<file path="config.mk">
export PLATFORM = sky130hd
export DESIGN_NAME = led_sequencer
export DESIGN_NICKNAME = d
export VERILOG_FILES = /design/src/rtl/led_sequencer.sv
export SDC_FILE = /design/constraint.sdc
export NUM_CORES = 1
export LEC_CHECK = 0
export ABC_AREA = 1
export BUFFER_PORTS_ARGS = -buffer_cell sky130_fd_sc_hd__buf_2
export CORE_ASPECT_RATIO = 1.5
export CORE_MARGIN = 2
export CORE_UTILIZATION = 45
export CTS_BUF_LIST = sky130_fd_sc_hd__clkbuf_2 sky130_fd_sc_hd__clkbuf_4 sky130_fd_sc_hd__clkbuf_8
export DETAILED_ROUTE_END_ITERATION = 12
export GPL_TIMING_DRIVEN = 0
export SLEW_MARGIN = 30
export SYNTH_ARGS = -nofsm -noshare
export SYNTH_HDL_FRONTEND = slang
export SYNTH_SLANG_ARGS = --single-unit
</file>
<file path="constraint.sdc">
create_clock -name clk -period 3.2 [get_ports clk]
set_input_delay 0.8 -clock clk [delete_from_list [all_inputs] [get_ports clk]]
set_output_delay 0.8 -clock clk [all_outputs]
set_load 0.01 [all_outputs]
</file>
<file path="src/rtl/led_sequencer.sv">
// led_sequencer: run-gated, prescaled LED pattern generator with rotate, bounce, binary and breathe modes
module led_sequencer #(
  parameter int NLEDS     = 8,
  parameter int LOG2DELAY = 20,
  parameter int PWM_BITS  = 4
) (
  input  logic             clk,
  input  logic             rst,
  input  logic [1:0]       mode,
  input  logic             run,
  output logic [NLEDS-1:0] led,
  output logic             tick
);
  localparam int PW = $clog2(NLEDS);
  localparam logic [1:0] ROTATE  = 2'd0;
  localparam logic [1:0] BOUNCE  = 2'd1;
  localparam logic [1:0] BINARY  = 2'd2;
  localparam logic [1:0] BREATHE = 2'd3;
  localparam logic [PW-1:0] POS_LAST = PW'(NLEDS - 1);
  localparam logic [PW-1:0] POS_ONE  = PW'(1);
  localparam logic [PWM_BITS-1:0] BR_LAST = '1;
  localparam logic [PWM_BITS-1:0] BR_ONE  = PWM_BITS'(1);

  logic [LOG2DELAY-1:0] presc_q, presc_d;
  logic [PW-1:0]        pos_q, pos_d;
  logic                 dir_q, dir_d;
  logic [NLEDS-1:0]     bcnt_q, bcnt_d;
  logic [PWM_BITS-1:0]  bright_q, bright_d;
  logic                 bdir_q, bdir_d;
  logic [PWM_BITS-1:0]  pwm_q, pwm_d;
  logic [1:0]           mode_q, mode_d;
  logic [NLEDS-1:0]     led_q, led_d;
  logic                 tick_q, tick_d;
  logic                 mode_chg, step;

  assign mode_chg = mode != mode_q;
  assign step     = run && (&presc_q);
  assign pwm_d    = pwm_q + PWM_BITS'(1);
  assign led      = led_q;
  assign tick     = tick_q;

  // Next state: a mode change restarts everything and swallows a coincident step; otherwise only the active mode's state advances on a step
  always_comb begin
    presc_d  = presc_q;
    pos_d    = pos_q;
    dir_d    = dir_q;
    bcnt_d   = bcnt_q;
    bright_d = bright_q;
    bdir_d   = bdir_q;
    mode_d   = mode_q;
    tick_d   = 1'b0;
    if (mode_chg) begin
      mode_d   = mode;
      presc_d  = '0;
      pos_d    = '0;
      dir_d    = 1'b0;
      bcnt_d   = '0;
      bright_d = '0;
      bdir_d   = 1'b0;
    end else begin
      presc_d = run ? presc_q + LOG2DELAY'(1) : presc_q;
      tick_d  = step;
      if (step) begin
        case (mode_q)
          ROTATE: pos_d = (pos_q == POS_LAST) ? '0 : pos_q + POS_ONE;
          BOUNCE: begin
            pos_d = !dir_q ? ((pos_q == POS_LAST) ? POS_LAST - POS_ONE : pos_q + POS_ONE)
                           : ((pos_q == '0) ? POS_ONE : pos_q - POS_ONE);
            dir_d = !dir_q ? (pos_q == POS_LAST) : (pos_q != '0);
          end
          BINARY: bcnt_d = bcnt_q + NLEDS'(1);
          default: begin
            bright_d = !bdir_q ? ((bright_q == BR_LAST) ? BR_LAST - BR_ONE : bright_q + BR_ONE)
                               : ((bright_q == '0) ? BR_ONE : bright_q - BR_ONE);
            bdir_d   = !bdir_q ? (bright_q == BR_LAST) : (bright_q != '0);
          end
        endcase
      end
    end
  end

  // Pattern is taken from next-state values so led changes on the same edge that raises tick
  always_comb begin
    led_d = (mode_d == BINARY)  ? bcnt_d :
            (mode_d == BREATHE) ? {NLEDS{pwm_d < bright_d}} :
                                  NLEDS'(1) << pos_d;
  end

  // State and registered outputs; reset clears everything without waiting for a clock
  always_ff @(posedge clk or posedge rst) begin
    if (rst) begin
      presc_q  <= '0;
      pos_q    <= '0;
      dir_q    <= 1'b0;
      bcnt_q   <= '0;
      bright_q <= '0;
      bdir_q   <= 1'b0;
      pwm_q    <= '0;
      mode_q   <= '0;
      led_q    <= '0;
      tick_q   <= 1'b0;
    end else begin
      presc_q  <= presc_d;
      pos_q    <= pos_d;
      dir_q    <= dir_d;
      bcnt_q   <= bcnt_d;
      bright_q <= bright_d;
      bdir_q   <= bdir_d;
      pwm_q    <= pwm_d;
      mode_q   <= mode_d;
      led_q    <= led_d;
      tick_q   <= tick_d;
    end
  end
endmodule

</file>
==> summary.txt <==
FP Rows: 37
Initial Utilization: 46.5%
slew margin rel.: 66.7%
DR vias: 2742
RSZ-0062 raised after global routing: false
Reg clk slew, reported paths: 100 ps
area grow syn2layout: 8.85%
DRT Wirelength: 6730 µm
Avg Cell Area, Syn: 7.30 µm²
final instance area: 3490 µm²
diode count: 0
Top Ports: 14
Synthesized Nets: 460
first-pass GRT wire length: 11900 µm
htree depth: 2
CP Launch Type: flip-flop
initial antenna violation count: 0
Setup Buffers After CTS: 0
post-synthesis register bit count: 52
GRT Util Overall: 19.2%
Yosys cell types: 33
number of DRC markers in iteration 0: 107
clock skew: 16.2 ps
Post-Syn Instances: 440
LEAKAGE: 1.87 nW
# setup viols final: 0
die width: 73.0 µm
fin util: 50.7%
Die Y: 107 µm
Pre-antenna DRT Iters: 4
# clock sinks: 52
I/O Buffers: 13
largest fanout on the critical path: 8
post-DP HPWL: 5240 µm
share of cells above drive strength 1: 11.5%
Max clock buf depth: 2
Worst-Skew Late Latency: 310 ps
drt via density: 5.08
# nets final: 481
die area: 7840 µm²
CTS root buf: clkbuf_8
Hold Buf Count CTS: 0
CP Class: flip-flop to flip-flop
Hold WS: 407 ps
WP data required: 3430 ps
Placer Congestion: 0.863
post-route worst setup slack: 323 ps
largest net degree at the start of global routing: 37
Max Cap Viol: 0
commonest non-fill, non-tap cell in the layout: nand2_1
Inst Count DP: 532
core area: 6900 µm²
Max Clock Freq: 348 MHz
min cycle time layout: 2880 ps
non-filler cells, final: 540
maximum vdd ir drop: 0.206 mV
vias in the first global route: 2711
sequential fraction of the synthesis area: 40.5%
drt wl/cell: 12.5 µm
drt drc: 0
Post-Place Setup Slack: -44.2 ps
Slew Limit Fails: 0
Cell Pwr Density: 326 nW/µm²
Worst Tran Pin Value: 498 ps
Antenna Violating Nets Remaining: 0
YS warnings: 0
cell area after placement: 3400 µm²
commonest cells after routing, fill and taps aside: 100 x nand2_1, 73 x inv_1, 52 x dfrtp_1
HP Class: input port to asynchronous set/reset pin
final critical-path share of the clock period: 89.9%
CTS tree: yes
status: completed
Arr. time, crit path: 3110 ps
gr ovfl total: 0
CP Capture Type: flip-flop
cell area after synthesis: 3210 µm²
Hold Vio Cnt, Final: 0
CTS buffer count: 5
## stage by stage
step / setup TNS [ps] / total power (W)
final: 0 / 0.00114
after global routing: 0 / 0.00119
after CTS: 0 / 0.00116
after detailed placement: -225 / 0.000757
after global placement: -28.4 / 0.000753
after floorplan: 0 / 0.000729
## synthesized netlist by cell type
cell type	n	area [µm²]
nand2_1	100	375
inv_1	74	278
dfrtp_1	52	1300
nor2_1	48	180
nand3_1	31	155
a21oi_1	25	125
o21ai_0	25	125
ha_1	15	188
nor3_1	10	50.1
nand4_1	9	56.3
nand2_2	6	37.5
buf_2	5	25.0
nor2_4	5	56.3
nor2_2	4	25.0
inv_2	3	11.3
xnor2_1	3	26.3
xor2_1	3	26.3
a31oi_1	2	12.5
clkbuf_1	2	7.51
nor4_1	2	12.5
o211ai_1	2	15.0
o21ai_1	2	10.0
or2_2	2	12.5
a2111oi_0	1	8.76
a211oi_1	1	7.51
a22o_1	1	8.76
and3_1	1	6.26
buf_4	1	7.51
nand3_4	1	17.5
nor3_2	1	10.0
nor3_4	1	16.3
nor3b_1	1	7.51
o21ai_2	1	8.76
## worst paths after layout
kind | cells past startpoint | start | to | slack (ps)
min | 2 | rst | presc_q[8] | 410
max reg2reg | 16 | presc_q[1] | led[6] | 320
min reg2reg | 1 | pwm_q[0] | pwm_q[0] | 470
max in group asynchronous | 3 | rst | bcnt_q[1] | 2330
max | 16 | presc_q[1] | led[6] | 320
min in group clk | 1 | pwm_q[0] | pwm_q[0] | 470
## cell type report
class | count | area [µm²]
Buffer | 8 | 40.0
Clock buffer | 7 | 90.1
Clock inverter | 1 | 7.51
Fill cell | 688 | 3400
Inverter | 77 | 292
Multi-Input combinational cell | 303 | 1580
Sequential cell | 52 | 1300
Tap cell | 78 | 97.6
Timing Repair Buffer | 14 | 85.1
## worst max-delay path, cell delays in order (launching register included)
cell and delay (ps):
dfrtp_1 390, ha_1 190, nand3_1 150, inv_2 90, nand2_2 90, nor2_4 150, nand3_4 170, nor2_4 160
o21ai_1 80, o21ai_1 120, nand2_1 70, nor2_2 120, inv_1 60, ha_1 190, a2111oi_1 440, nand2_2 210
nand2_1 120
## sequential cells by signal, indices dropped and copies added, names as in the netlist
register and cells:
bdir_q 1, dir_q 1, tick 1, mode_q 2
pwm_q 4, presc_q 20, bright_q 4, pos_q 3
led 8, bcnt_q 8
## timing repair
item	CTS	global route
setup endpoints to repair	0	8
hold endpoints to repair	0	0
resized for setup	0	1
## routing by layer
metal  part of all wire (%)  wire, µm  up-vias  global-route usage, %
met2                     53      3570       35                   34.9
met4                    2.1       139        0                   7.54
met3                    1.8       124       12                   2.62
met1                     43      2890     1264                   22.2
met5                      0         0        -                      0
li1                       -         -     1431                      -
## where the power goes
part	leakage (nW)	total, W	internal [W]	switching (W)
clock	0.0479	0.000399	0.000185	0.000215
sequential	0.715	0.000662	0.000660	0.00000246
combinational	1.11	0.0000791	0.0000216	0.0000576
## cells by family after synthesis
family	synth area share, %
buffers and inverters	10.2
AO/OA/AOI/OAI	10.0
AND/OR/NAND/NOR	31.7
adder cells (fa/ha/maj)	5.85
XOR/XNOR	1.64
flip-flops	40.5
(Power assumes the default switching activity.)
